### config.mk
export PLATFORM = sky130hd
export DESIGN_NAME = dmem_port_arbiter_flat
export DESIGN_NICKNAME = d
export VERILOG_FILES = /design/src/rtl/dmem_port_arbiter_if.sv /design/src/rtl/dmem_port_arbiter.sv /design/src/flat_wrapper.sv
export SDC_FILE = /design/constraint.sdc
export NUM_CORES = 1
export LEC_CHECK = 0
export BUFFER_PORTS_ARGS = -buffer_cell sky130_fd_sc_hd__buf_2
export CAP_MARGIN = 10
export CORE_ASPECT_RATIO = 1.2
export CORE_MARGIN = 2
export CORE_UTILIZATION = 43
export CTS_BUF_LIST = sky130_fd_sc_hd__clkbuf_2
export CTS_CLUSTER_SIZE = 10
export DETAILED_ROUTE_END_ITERATION = 12
export GPL_TIMING_DRIVEN = 1
export PLACE_DENSITY = 0.8
export SYNTH_ARGS = -nofsm -noshare
export SYNTH_HDL_FRONTEND = slang
export SYNTH_SLANG_ARGS = --single-unit
### constraint.sdc
create_clock -name clk -period 1.7 [get_ports clk]
set_input_delay 0.255 -clock clk [delete_from_list [all_inputs] [get_ports clk]]
set_output_delay 0.255 -clock clk [all_outputs]
set_load 0.01 [all_outputs]
### src/rtl/dmem_port_arbiter_if.sv
// Bundle of the CPU MEM-stage, auxiliary requester and memory-side signals
// handled by dmem_port_arbiter.
//   slave  : the arbiter's view (requests in, memory port and status out)
//   master : the surrounding system's view (pipeline, aux agent, memory)
// Signal groups:
//   cpu_*      MEM-stage load/store request, load data and pipeline stall
//   aux_*      auxiliary (DMA/debug) request with one-cycle ready pulse
//   mem_*      shared variable-latency memory port
//   bus_err    sticky timeout flag, err_clr clears it
interface dmem_port_arbiter_if #(
   parameter int ADDR_W = 32,
   parameter int DATA_W = 32
);
   logic              cpu_memrd;
   logic              cpu_memwr;
   logic [ADDR_W-1:0] cpu_addr;
   logic [DATA_W-1:0] cpu_wdata;
   logic [DATA_W-1:0] cpu_rdata;
   logic              pipe_stall;

   logic              aux_valid;
   logic              aux_we;
   logic [ADDR_W-1:0] aux_addr;
   logic [DATA_W-1:0] aux_wdata;
   logic              aux_ready;
   logic [DATA_W-1:0] aux_rdata;

   logic              mem_req;
   logic              mem_we;
   logic [ADDR_W-1:0] mem_addr;
   logic [DATA_W-1:0] mem_wdata;
   logic              mem_ack;
   logic [DATA_W-1:0] mem_rdata;

   logic              bus_err;
   logic              err_clr;

   modport slave (
      input  cpu_memrd, cpu_memwr, cpu_addr, cpu_wdata,
      output cpu_rdata, pipe_stall,
      input  aux_valid, aux_we, aux_addr, aux_wdata,
      output aux_ready, aux_rdata,
      output mem_req, mem_we, mem_addr, mem_wdata,
      input  mem_ack, mem_rdata,
      output bus_err,
      input  err_clr
   );

   modport master (
      output cpu_memrd, cpu_memwr, cpu_addr, cpu_wdata,
      input  cpu_rdata, pipe_stall,
      output aux_valid, aux_we, aux_addr, aux_wdata,
      input  aux_ready, aux_rdata,
      input  mem_req, mem_we, mem_addr, mem_wdata,
      output mem_ack, mem_rdata,
      input  bus_err,
      output err_clr
   );
endinterface

### src/rtl/dmem_port_arbiter.sv
// Shares one variable-latency data-memory port between the MEM stage and an
// auxiliary requester. One access is in flight at a time; the pipeline is
// stalled until its own access completes, a waiting aux requester is forced
// through after STARVE_LIMIT cycles, and accesses with no ack are aborted
// after TIMEOUT cycles (sticky bus_err).
// Ports:
//   clk    rising-edge clock
//   reset  asynchronous, active-low
//   bus    dmem_port_arbiter_if.slave (cpu_*, aux_*, mem_*, bus_err, err_clr)
//
// state  | meaning
// IDLE   | no access; arbitrate and latch the winner's fields
// C_BUSY | CPU access on the memory port, waiting for ack/timeout
// C_DONE | CPU data valid, pipeline released for one cycle
// A_BUSY | aux access on the memory port, waiting for ack/timeout
// A_DONE | aux_ready pulse, aux_rdata valid
module dmem_port_arbiter #(
   parameter int ADDR_W       = 32,
   parameter int DATA_W       = 32,
   parameter int STARVE_LIMIT = 8,
   parameter int TIMEOUT      = 255
) (
   input  logic                 clk,
   input  logic                 reset,
   dmem_port_arbiter_if.slave   bus
);
   localparam logic [2:0] IDLE   = 3'd0;
   localparam logic [2:0] C_BUSY = 3'd1;
   localparam logic [2:0] C_DONE = 3'd2;
   localparam logic [2:0] A_BUSY = 3'd3;
   localparam logic [2:0] A_DONE = 3'd4;

   localparam int SC_W = $clog2(STARVE_LIMIT + 1);
   localparam int TC_W = (TIMEOUT > 1) ? $clog2(TIMEOUT) : 1;

   logic [2:0]        state_q, state_d;
   logic              mem_req_q, mem_req_d;
   logic              mem_we_q, mem_we_d;
   logic [ADDR_W-1:0] mem_addr_q, mem_addr_d;
   logic [DATA_W-1:0] mem_wdata_q, mem_wdata_d;
   logic [DATA_W-1:0] cpu_rdata_q, cpu_rdata_d;
   logic [DATA_W-1:0] aux_rdata_q, aux_rdata_d;
   logic              bus_err_q, bus_err_d;
   logic [SC_W-1:0]   starve_cnt_q, starve_cnt_d;
   logic [TC_W-1:0]   tmo_cnt_q, tmo_cnt_d;

   logic              cpu_req;
   logic              aux_win;
   logic              aux_grant;
   logic              err_set;
   logic [DATA_W-1:0] rd_val;

   assign cpu_req   = bus.cpu_memrd | bus.cpu_memwr;
   assign aux_win   = bus.aux_valid &
                      (~cpu_req | (starve_cnt_q == SC_W'(STARVE_LIMIT)));
   assign aux_grant = (state_q == IDLE) & aux_win;
   // Writes return zero so stale memory data never leaks to the requester.
   assign rd_val    = mem_we_q ? '0 : bus.mem_rdata;

   always_comb begin
      state_d     = state_q;
      mem_req_d   = mem_req_q;
      mem_we_d    = mem_we_q;
      mem_addr_d  = mem_addr_q;
      mem_wdata_d = mem_wdata_q;
      cpu_rdata_d = cpu_rdata_q;
      aux_rdata_d = aux_rdata_q;
      tmo_cnt_d   = tmo_cnt_q;
      err_set     = 1'b0;

      case (state_q)
         IDLE: begin
            if (aux_win) begin
               state_d     = A_BUSY;
               mem_req_d   = 1'b1;
               mem_we_d    = bus.aux_we;
               mem_addr_d  = bus.aux_addr;
               mem_wdata_d = bus.aux_wdata;
               tmo_cnt_d   = '0;
            end else if (cpu_req) begin
               state_d     = C_BUSY;
               mem_req_d   = 1'b1;
               mem_we_d    = bus.cpu_memwr;
               mem_addr_d  = bus.cpu_addr;
               mem_wdata_d = bus.cpu_wdata;
               tmo_cnt_d   = '0;
            end
         end
         C_BUSY, A_BUSY: begin
            if (bus.mem_ack) begin
               mem_req_d = 1'b0;
               if (state_q == C_BUSY) begin
                  state_d     = C_DONE;
                  cpu_rdata_d = rd_val;
               end else begin
                  state_d     = A_DONE;
                  aux_rdata_d = rd_val;
               end
            end else if (tmo_cnt_q == TC_W'(TIMEOUT - 1)) begin
               mem_req_d = 1'b0;
               err_set   = 1'b1;
               if (state_q == C_BUSY) begin
                  state_d     = C_DONE;
                  cpu_rdata_d = '0;
               end else begin
                  state_d     = A_DONE;
                  aux_rdata_d = '0;
               end
            end else begin
               tmo_cnt_d = tmo_cnt_q + TC_W'(1);
            end
         end
         C_DONE, A_DONE: state_d = IDLE;
         default:        state_d = IDLE;
      endcase
   end

   always_comb begin
      starve_cnt_d = starve_cnt_q;
      if (aux_grant || !bus.aux_valid) begin
         starve_cnt_d = '0;
      end else if (starve_cnt_q != SC_W'(STARVE_LIMIT)) begin
         starve_cnt_d = starve_cnt_q + SC_W'(1);
      end
   end

   // A timeout in the same cycle as err_clr keeps the flag set.
   assign bus_err_d = err_set | (bus_err_q & ~bus.err_clr);

   always_ff @(posedge clk or negedge reset) begin
      if (!reset) begin
         state_q      <= IDLE;
         mem_req_q    <= 1'b0;
         mem_we_q     <= 1'b0;
         mem_addr_q   <= '0;
         mem_wdata_q  <= '0;
         cpu_rdata_q  <= '0;
         aux_rdata_q  <= '0;
         bus_err_q    <= 1'b0;
         starve_cnt_q <= '0;
         tmo_cnt_q    <= '0;
      end else begin
         state_q      <= state_d;
         mem_req_q    <= mem_req_d;
         mem_we_q     <= mem_we_d;
         mem_addr_q   <= mem_addr_d;
         mem_wdata_q  <= mem_wdata_d;
         cpu_rdata_q  <= cpu_rdata_d;
         aux_rdata_q  <= aux_rdata_d;
         bus_err_q    <= bus_err_d;
         starve_cnt_q <= starve_cnt_d;
         tmo_cnt_q    <= tmo_cnt_d;
      end
   end

   assign bus.mem_req    = mem_req_q;
   assign bus.mem_we     = mem_we_q;
   assign bus.mem_addr   = mem_addr_q;
   assign bus.mem_wdata  = mem_wdata_q;
   assign bus.cpu_rdata  = cpu_rdata_q;
   assign bus.aux_rdata  = aux_rdata_q;
   assign bus.aux_ready  = (state_q == A_DONE);
   assign bus.bus_err    = bus_err_q;
   assign bus.pipe_stall = cpu_req & (state_q != C_DONE);
endmodule

### src/flat_wrapper.sv
// flat-port wrapper written by rule: the top's interface ports become plain ports
module dmem_port_arbiter_flat 
#(
   parameter int ADDR_W       = 32,
   parameter int DATA_W       = 32,
   parameter int STARVE_LIMIT = 8,
   parameter int TIMEOUT      = 255
)
  (clk, reset, bus_cpu_memrd, bus_cpu_memwr, bus_cpu_addr, bus_cpu_wdata, bus_cpu_rdata, bus_pipe_stall, bus_aux_valid, bus_aux_we, bus_aux_addr, bus_aux_wdata, bus_aux_ready, bus_aux_rdata, bus_mem_req, bus_mem_we, bus_mem_addr, bus_mem_wdata, bus_mem_ack, bus_mem_rdata, bus_bus_err, bus_err_clr);
  dmem_port_arbiter_if #(.ADDR_W(ADDR_W), .DATA_W(DATA_W)) bus_i ();
  input  logic clk;
  input  logic reset;
  input wire logic [$bits(bus_i.cpu_memrd)-1:0] bus_cpu_memrd;
  input wire logic [$bits(bus_i.cpu_memwr)-1:0] bus_cpu_memwr;
  input wire logic [$bits(bus_i.cpu_addr)-1:0] bus_cpu_addr;
  input wire logic [$bits(bus_i.cpu_wdata)-1:0] bus_cpu_wdata;
  output wire logic [$bits(bus_i.cpu_rdata)-1:0] bus_cpu_rdata;
  output wire logic [$bits(bus_i.pipe_stall)-1:0] bus_pipe_stall;
  input wire logic [$bits(bus_i.aux_valid)-1:0] bus_aux_valid;
  input wire logic [$bits(bus_i.aux_we)-1:0] bus_aux_we;
  input wire logic [$bits(bus_i.aux_addr)-1:0] bus_aux_addr;
  input wire logic [$bits(bus_i.aux_wdata)-1:0] bus_aux_wdata;
  output wire logic [$bits(bus_i.aux_ready)-1:0] bus_aux_ready;
  output wire logic [$bits(bus_i.aux_rdata)-1:0] bus_aux_rdata;
  output wire logic [$bits(bus_i.mem_req)-1:0] bus_mem_req;
  output wire logic [$bits(bus_i.mem_we)-1:0] bus_mem_we;
  output wire logic [$bits(bus_i.mem_addr)-1:0] bus_mem_addr;
  output wire logic [$bits(bus_i.mem_wdata)-1:0] bus_mem_wdata;
  input wire logic [$bits(bus_i.mem_ack)-1:0] bus_mem_ack;
  input wire logic [$bits(bus_i.mem_rdata)-1:0] bus_mem_rdata;
  output wire logic [$bits(bus_i.bus_err)-1:0] bus_bus_err;
  input wire logic [$bits(bus_i.err_clr)-1:0] bus_err_clr;
  assign bus_i.cpu_memrd = bus_cpu_memrd;
  assign bus_i.cpu_memwr = bus_cpu_memwr;
  assign bus_i.cpu_addr = bus_cpu_addr;
  assign bus_i.cpu_wdata = bus_cpu_wdata;
  assign bus_cpu_rdata = bus_i.cpu_rdata;
  assign bus_pipe_stall = bus_i.pipe_stall;
  assign bus_i.aux_valid = bus_aux_valid;
  assign bus_i.aux_we = bus_aux_we;
  assign bus_i.aux_addr = bus_aux_addr;
  assign bus_i.aux_wdata = bus_aux_wdata;
  assign bus_aux_ready = bus_i.aux_ready;
  assign bus_aux_rdata = bus_i.aux_rdata;
  assign bus_mem_req = bus_i.mem_req;
  assign bus_mem_we = bus_i.mem_we;
  assign bus_mem_addr = bus_i.mem_addr;
  assign bus_mem_wdata = bus_i.mem_wdata;
  assign bus_i.mem_ack = bus_mem_ack;
  assign bus_i.mem_rdata = bus_mem_rdata;
  assign bus_bus_err = bus_i.bus_err;
  assign bus_i.err_clr = bus_err_clr;
  dmem_port_arbiter #(.ADDR_W(ADDR_W), .DATA_W(DATA_W), .STARVE_LIMIT(STARVE_LIMIT), .TIMEOUT(TIMEOUT)) u_core (.clk(clk), .reset(reset), .bus(bus_i));
endmodule
==> reports/qor.csv, run 1 <==
stage;metric;value;unit
status;status;finished with violations;
status;violated checks;negative setup slack;
clock_network;Clk pin slew, worst setup/hold paths;0.27;ns
critical_path;Setup crit end kind;flop;
global_route;largest net degree at the start of global routing;71;
synth;FF+latch count, synth;146;
clock_network;clk sinks;146;
place;Buffers on Ports;300;
drt;TritonRoute pass-1 iters;7;
synth;top cells by area, synth;dfrtp_1 58%, a21oi_1 10%, a32o_1 10%, nor2_1 4.4%, nand2_1 4.3%;
synth;simple-gate share of the synthesized area;0.120;
clock_network;number of CTS-inserted buffers;17;
synth;Mapped Area;0.00626;mm2
critical_path;Critical Path RT;2.37;ns
drt;WL/cell;30.2;um
drt;Final ANT Viol Nets;0;
synth;syn avg cell area;10.4;um2
critical_path;critical-path cell list;buf_4 -> or4_4 -> buf_16 -> a21oi_4 -> a21oi_2;
synth;XOR/XNOR Fraction of Synth Area;0.00280;
sta;Max Fclk;488;MHz
critical_path;CP Class;reg2reg;
global_route;gr usage total;0.311;
drt;initial detailed-routing violation count;845;
power;Leak;0.00570;uW
synth;mux cell area share after synthesis;0.00340;
place;pre-CTS WS;-0.0913;ns
synth;Post-synth top flop;dfrtp_1;
floorplanning;Ports;301;
critical_path;Critical Path Source;u_core.state_q[2];
global_route;initial antenna violation count;5;
cells_and_area;fin nets;1305;
floorplanning;Row Count;48;
sta;fin crit share;1.21;
global_route;first-pass GRT wire length;37300;um
sta;RSZ-0062 raised after global routing;true;
critical_path;arrival time at the worst endpoint;2.72;ns
critical_path;critical path's slowest cell;or4_4;
floorplanning;die outline height;136;um
worst_hold_path;min-delay src;bus_cpu_wdata[4];
sta;Max Transition Viols Final;0;
floorplanning;die area;0.0155;mm2
floorplanning;Core Area;0.0143;mm2
synth;number of synthesized flops with an enable pin;0;
synth;Adder-Cell Fraction of Synth Area;0.00800;
job;max cap viols;0;
synth;syn_nets;775;
global_route;number of global-route vias before repair;7502;
synth;Gate Count Post-Synth;603;
sta;min cycle time layout;2.05;ns
synth;asr flop ratio synth;1.00;
critical_path;CP max stage delay;0.67;ns
clock_network;clock buffer depth;2;
cells_and_area;layout cells sized above 1;0.559;
power;Peak supply drop;0.997;mV
clock_network;later-pin clock latency in the skew report;0.78;ns
place;HPWL Detailed;12500;um
critical_path;nature of the critical path startpoint;flop;
drt;DRC viols;0;
sta;worst setup margin;-0.350;ns
synth;Synth top area share;0.584;
sta;hold_ws;0.243;ns
critical_path;crit path max fanout;8;
sta;Slew Limit Headroom;0.585;
synth;combinational family with the most area after synthesis;compound AO/OA/AOI/OAI gates;
cells_and_area;Area Growth Syn to Fin;96.7;%
power;power per cell area;1620;mW/mm2
synth;Netlist cell types;40;
sta;final hold viol count;0;
floorplanning;DIE WIDTH;114;um
synth;Seq/Total Area, Yosys;0.584;
drt;total routed wirelength;40200;um
power;Tot Pwr;20000;uW
sta;worst-margin pin slew;0.619;ns
synth;Synth Area in Compound Gates;0.228;
sta;setup violators final;85;
clock_network;TritonCTS clock tree;done;
clock_network;CTS Root Cell;clkbuf_2;
drt;number of vias in the routed layout;8562;
cells_and_area;Fill cells;600;
floorplanning;Initial Util;0.438;
drt;Vias/cell;6.45;
worst_hold_path;min-delay worst type;in2reg;
global_route;total grt overflow;0;
synth;synth warn;0;
sta;clock skew;0.0534;ns
clock_network;htree depth;4;
synth;area leader, netlist;dfrtp_1;
place;global placer's final weighted congestion;0.796;
critical_path;R2R Path Start;u_core.state_q[2];
critical path, delay by kind of cell (launching register included):
family / cells / cell delay [ns]
buf+inv: 2 / 0.39
compound gates: 2 / 0.46
simple gates: 1 / 0.67
flops: 1 / 0.44
flip-flops by register name (all words and copies together), names as in the netlist, 3 cells and up:
register	count
u_core.bus.aux_rdata	32
u_core.bus.cpu_rdata	32
u_core.bus.mem_addr	32
u_core.bus.mem_wdata	32
u_core.tmo_cnt_q	8
u_core.starve_cnt_q	4
u_core.state_q	3
layout make-up:
| cell class | count | area [um2] | share of cell area |
|---|---|---|---|
| Timing Repair Buffer | 562 | 4610 | 0.375 |
| Clock inverter | 13 | 111 | 0.00905 |
| Sequential cell | 146 | 3660 | 0.297 |
| Multi-Input combinational cell | 397 | 3550 | 0.289 |
| Antenna cell | 7 | 17.5 | 0.00142 |
| Clock buffer | 19 | 95.1 | 0.00773 |
| Inverter | 9 | 38.8 | 0.00315 |
| Tap cell | 175 | 219 | 0.0178 |
cells by family (layout without fill, tap and decap cells):
kind of cell | Yosys count | after routing
buf+inv | 62 | 603
compound gates | 214 | 214
simple gates | 173 | 175
mux | 2 | 2
other cells | 0 | 7
flops | 146 | 146
fa+ha+maj | 4 | 4
xor+xnor | 2 | 2
power by group:
group | switching [uW] | internal, uW
combinational | 6840 | 5180
clock | 1440 | 540
sequential | 1170 | 4800
cells in the mapped netlist, types with 2 or more instances:
library cell	count
dfrtp_1	146
and3_1	4
o21ai_0	5
nand3_1	6
and2_1	2
buf_2	15
buf_6	8
a21oi_1	131
nand2_1	71
a31oi_1	4
ha_1	4
nand4_1	2
and4_1	3
clkbuf_1	23
nor2_1	73
a32o_1	64
buf_4	7
nor3_1	3
o21ai_1	2
inv_1	9
a211oi_1	2
per-layer routing:
layer  global-route usage  part of all wire  vias to the layer above
li1                     -                 -                     3266
met1                0.332              0.29                     3994
met2                0.513              0.43                      900
met3                0.128              0.16                      398
met4                0.192              0.11                        4
met5                    0            0.0018                        -
path summary, 6_finish.rpt:
path / end / slack (ns) / cells past startpoint
min in group asynchronous: u_core.bus.mem_wdata[5] / 0.58 / 4
max in group asynchronous: u_core.state_q[0] / 0.84 / 4
worst max register to register: u_core.bus.mem_wdata[16] / -0.35 / 5
worst min register to register: u_core.bus.cpu_rdata[15] / 0.51 / 1
worst max-delay path: u_core.bus.mem_wdata[16] / -0.35 / 5
worst min-delay path: u_core.bus.mem_wdata[4] / 0.24 / 4
stage by stage:
stage	utilization	instances	setup TNS, ns	area [um2]
floorplan	-	603	-0.799	6260
global placement	0.563	1057	-0.792	8040
detailed placement	0.563	1057	-2.39	8040
CTS	0.705	1263	-4.92	10100
global route	0.860	1324	-16.09	12300
finish	0.861	1328	-10.54	12300
what timing repair did:
item / in CTS / in global routing
buffers inserted: 5 / 22
endpoints found under the setup margin: 124 / 145
cloned: 2 / 37
hold buffers: 167 / 1
hold endpoints to repair: 282 / 3
pin swaps: 2 / 97
gates resized for setup: 19 / 321
layout by cell type (no fill, tap or decap), drive strengths merged, types with 3 or more instances in the layout:
master       netlist  routed
a31oi              4       4
a32o              64      64
ha                 4       4
buf               30     375
o21ai              7       7
nor2              73      73
a21oi            131     131
dfrtp            146     146
inv                9      12
diode              0       7
clkbuf            23      39
nor3               4       4
nand2             71      71
and4               3       3
dlygate4sd3        0     167
nand3              6       6
clkinv             0       7
and3               4       4
No activity file was read; power rests on OpenSTA's default activity.
==> run 2: changes to the inputs <==
Settings changed: BUFFER_PORTS_ARGS -buffer_cell sky130_fd_sc_hd__buf_2 to unset, CORE_AREA set to 2 2 117 119, CORE_ASPECT_RATIO 1.2 to unset, CORE_MARGIN 2 to unset, CORE_UTILIZATION 43 to unset, CTS_CLUSTER_DIAMETER set to 50, DIE_AREA set to 0 0 119 121, DONT_BUFFER_PORTS set to 1, PLACE_DENSITY 0.8 to 0.67.
==> reports/qor.csv, run 2 <==
stage;metric;value;unit
place;HPWL Detailed;11500;um
synth;synth warn;0;
synth;Netlist cell types;40;
clock_network;clock buffer depth;2;
status;Fail Step;clock tree synthesis (4_1_cts);
synth;Post-synth top flop;dfrtp_1;
synth;most frequent cell after synthesis;dfrtp_1;
place;Buffers on Ports;0;
status;error message;[ERROR RSZ-0060] Max buffer count reached.;
floorplanning;Ports;301;
synth;top cells by area, synth;dfrtp_1 58%, a21oi_1 10%, a32o_1 10%, nor2_1 4.4%, nand2_1 4.3%;
place;global placer's final weighted congestion;0.817;
synth;FF+latch count, synth;146;
synth;area leader, netlist;dfrtp_1;
synth;Synth top area share;0.584;
synth;number of synthesized flops with an enable pin;0;
synth;asr flop ratio synth;1.00;
place;Cell Area, Placed;0.00651;mm2
floorplanning;Row Count;42;
clock_network;clk sinks;146;
synth;Mapped Area;0.00626;mm2
synth;syn avg cell area;10.4;um2
clock_network;post-CTS sizing;13;
synth;Gate Count Post-Synth;603;
floorplanning;DIE WIDTH;119;um
synth;Seq/Total Area, Yosys;0.584;
status;status;did not finish;
clock_network;number of CTS-inserted buffers;17;
clock_network;hold_buf cts;158;
clock_network;CTS Root Cell;clkbuf_2;
clock_network;htree depth;4;
floorplanning;Initial Util;0.478;
place;Placed Cells;753;
clock_network;Setup Fix Bufs, Post-CTS;3;
synth;commonest cells in the netlist;146 x dfrtp_1, 131 x a21oi_1, 73 x nor2_1;
synth;syn_nets;775;
floorplanning;die outline height;121;um
run 2: cell counts after synthesis:
Identical to the previous run, type by type.
run 2: metrics by stage:
step | hold WS, ns | worst slack, ns | util
3_5_place_dp | -0.0366 | -0.0586 | 0.498
3_3_place_gp | -0.0369 | 0.00807 | 0.498
2_1_floorplan | -0.0406 | -0.0160 | -
run 2: logic make-up after synthesis:
logic type / count (synthesis) / share of synthesized area
flip-flops: 146 / 0.584
XOR/XNOR: 2 / 0.00280
AO/OA/AOI/OAI: 214 / 0.228
AND/OR/NAND/NOR: 173 / 0.120
buffers and inverters: 62 / 0.0540
adder cells (fa/ha/maj): 4 / 0.00800
multiplexers: 2 / 0.00340
==> run 3: changes to the inputs <==
Settings changed: CORE_AREA 2 2 117 119 to unset, CORE_UTILIZATION set to 40, CTS_BUF_LIST sky130_fd_sc_hd__clkbuf_2 to unset, CTS_CLUSTER_DIAMETER 50 to unset, CTS_CLUSTER_SIZE 10 to unset, DIE_AREA 0 0 119 121 to unset, PLACE_DENSITY 0.67 to unset, PLACE_DENSITY_LB_ADDON set to 0.15.
Clock period 1.7 ns to 2.2 ns, I/O delays scaled along.
==> reports/qor.csv, run 3 (synthesis results as in run 1) <==
stage;metric;value;unit
place;HPWL Detailed;11300;um
job;max cap viols;0;
power;Tot Pwr;10700;uW
clock_network;post-CTS sizing;0;
critical_path;crit path max fanout;64;
global_route;routing usage on met1;0.237;
global_route;initial antenna violation count;0;
status;violated checks;negative hold slack;
sta;Max Transition Viols Final;0;
cells_and_area;fin nets;755;
floorplanning;DIE WIDTH;127;um
global_route;total grt overflow;0;
floorplanning;Initial Util;0.410;
clock_network;TritonCTS clock tree;done;
sta;setup violators final;0;
critical_path;Worst R2R Setup Slack;0.23;ns
clock_network;Clk pin slew, worst setup/hold paths;0.06;ns
drt;initial detailed-routing violation count;265;
critical_path;arrival time at the worst endpoint;2.26;ns
clock_network;clk sinks;146;
drt;TritonRoute pass-1 iters;5;
cells_and_area;Area Growth Syn to Fin;11.8;%
floorplanning;die outline height;127;um
sta;final hold viol count;146;
floorplanning;Core Area;0.0153;mm2
sta;min cycle time layout;1.97;ns
power;Leak;0.00309;uW
critical_path;Critical Path RT;2.49;ns
cells_and_area;layout cells sized above 1;0.0891;
place;global placer's final weighted congestion;0.840;
cells_and_area;most frequent cells in the layout;146 x dfrtp_1, 131 x a21oi_1, 73 x nor2_1;
floorplanning;die area;0.0161;mm2
critical_path;CP Class;reg2reg;
drt;WL/cell;21.0;um
clock_network;number of CTS-inserted buffers;17;
critical_path;R2R Path Start;u_core.state_q[1];
clock_network;htree depth;4;
floorplanning;Row Count;45;
sta;hold_ws;-0.392;ns
critical_path;r2r worst-path depth;4;
drt;number of vias in the routed layout;4779;
sta;fin crit share;0.895;
sta;Max Fclk;508;MHz
clock_network;later-pin clock latency in the skew report;0.42;ns
sta;RSZ-0062 raised after global routing;false;
global_route;largest net degree at the start of global routing;147;
place;Buffers on Ports;0;
clock_network;CTS Root Cell;clkbuf_16;
clock_network;hold_buf cts;1;
power;power per cell area;1520;mW/mm2
global_route;met2 Usage GRT;0.348;
floorplanning;Ports;301;
sta;Slew Limit Headroom;0.557;
clock_network;clock buffer depth;2;
global_route;first-pass GRT wire length;26000;um
drt;DRC viols;0;
critical_path;end of the worst register-to-register path;u_core.bus.mem_wdata[5];
power;Peak supply drop;0.625;mV
critical_path;Critical Path Source;u_core.state_q[1];
drt;Vias/cell;5.93;
cells_and_area;# diodes;0;
sta;clock skew;0.0102;ns
clock_network;Setup Fix Bufs, Post-CTS;0;
sta;worst-margin pin slew;0.664;ns
drt;total routed wirelength;17000;um
global_route;global route hottest layer;met2;
drt;Final ANT Viol Nets;0;
global_route;number of global-route vias before repair;4781;
critical_path;Setup crit end kind;flop;
status;status;finished with violations;
cells_and_area;fin cells;806;
place;Placed Cells;774;
global_route;met3 usage;0.0750;
sta;Fin Setup TNS;0;ns
worst_hold_path;min-delay worst type;in2async;
critical_path;nature of the critical path startpoint;flop;
global_route;gr usage total;0.211;
cells_and_area;most common cell after layout, fill and taps aside;dfrtp_1;
## run 3: layout make-up
cell class	count	area [um2]
clock buffers	20	467
multi-input cells	395	2290
clock inverters	11	119
repair buffers	14	170
well taps	211	264
fillers	1453	8260
inverters	9	33.8
flip-flops and latches	146	3650
## run 3: worst max path at each step
| stage | end | slack [ns] | cells past startpoint |
|---|---|---|---|
| after floorplan | u_core.bus.mem_addr[0] | 0.46 | 9 |
| after global placement | u_core.bus.mem_wdata[5] | 0.33 | 4 |
| after detailed placement | u_core.bus.mem_wdata[5] | 0.27 | 4 |
| after CTS | u_core.bus.mem_wdata[5] | 0.26 | 4 |
| after global routing | u_core.bus.cpu_rdata[20] | 0.07 | 7 |
| final | u_core.bus.mem_wdata[5] | 0.23 | 4 |
## run 3: stage by stage
stage | utilization | hold slack (ns) | cell area (um2) | worst slack, ns
floorplan | - | 0.0344 | 6260 | 0.463
global placement | 0.419 | 0.0413 | 6400 | 0.328
detailed placement | 0.419 | 0.0387 | 6400 | 0.273
CTS | 0.458 | -0.413 | 6990 | 0.256
global route | 0.458 | -0.417 | 6990 | 0.0733
finish | 0.458 | -0.392 | 6990 | 0.231
## run 3: power breakdown
group          switching [uW]  internal, uW
clock                    1180          1670
sequential               1320          3730
combinational            1660          1120
## run 3: critical path: stages, from the launching register on
cell and delay [ns]:
dfrtp_1 0.47, or4_2 0.80, buf_12 0.24, a21oi_1 0.19, a21oi_1 0.10
## run 3: layer usage
| layer | wire length [um] | vias up |
|---|---|---|
| li1 | - | 2129 |
| met1 | 6330 | 2357 |
| met2 | 8430 | 248 |
| met3 | 1580 | 45 |
| met4 | 621 | 0 |
| met5 | 0 | - |
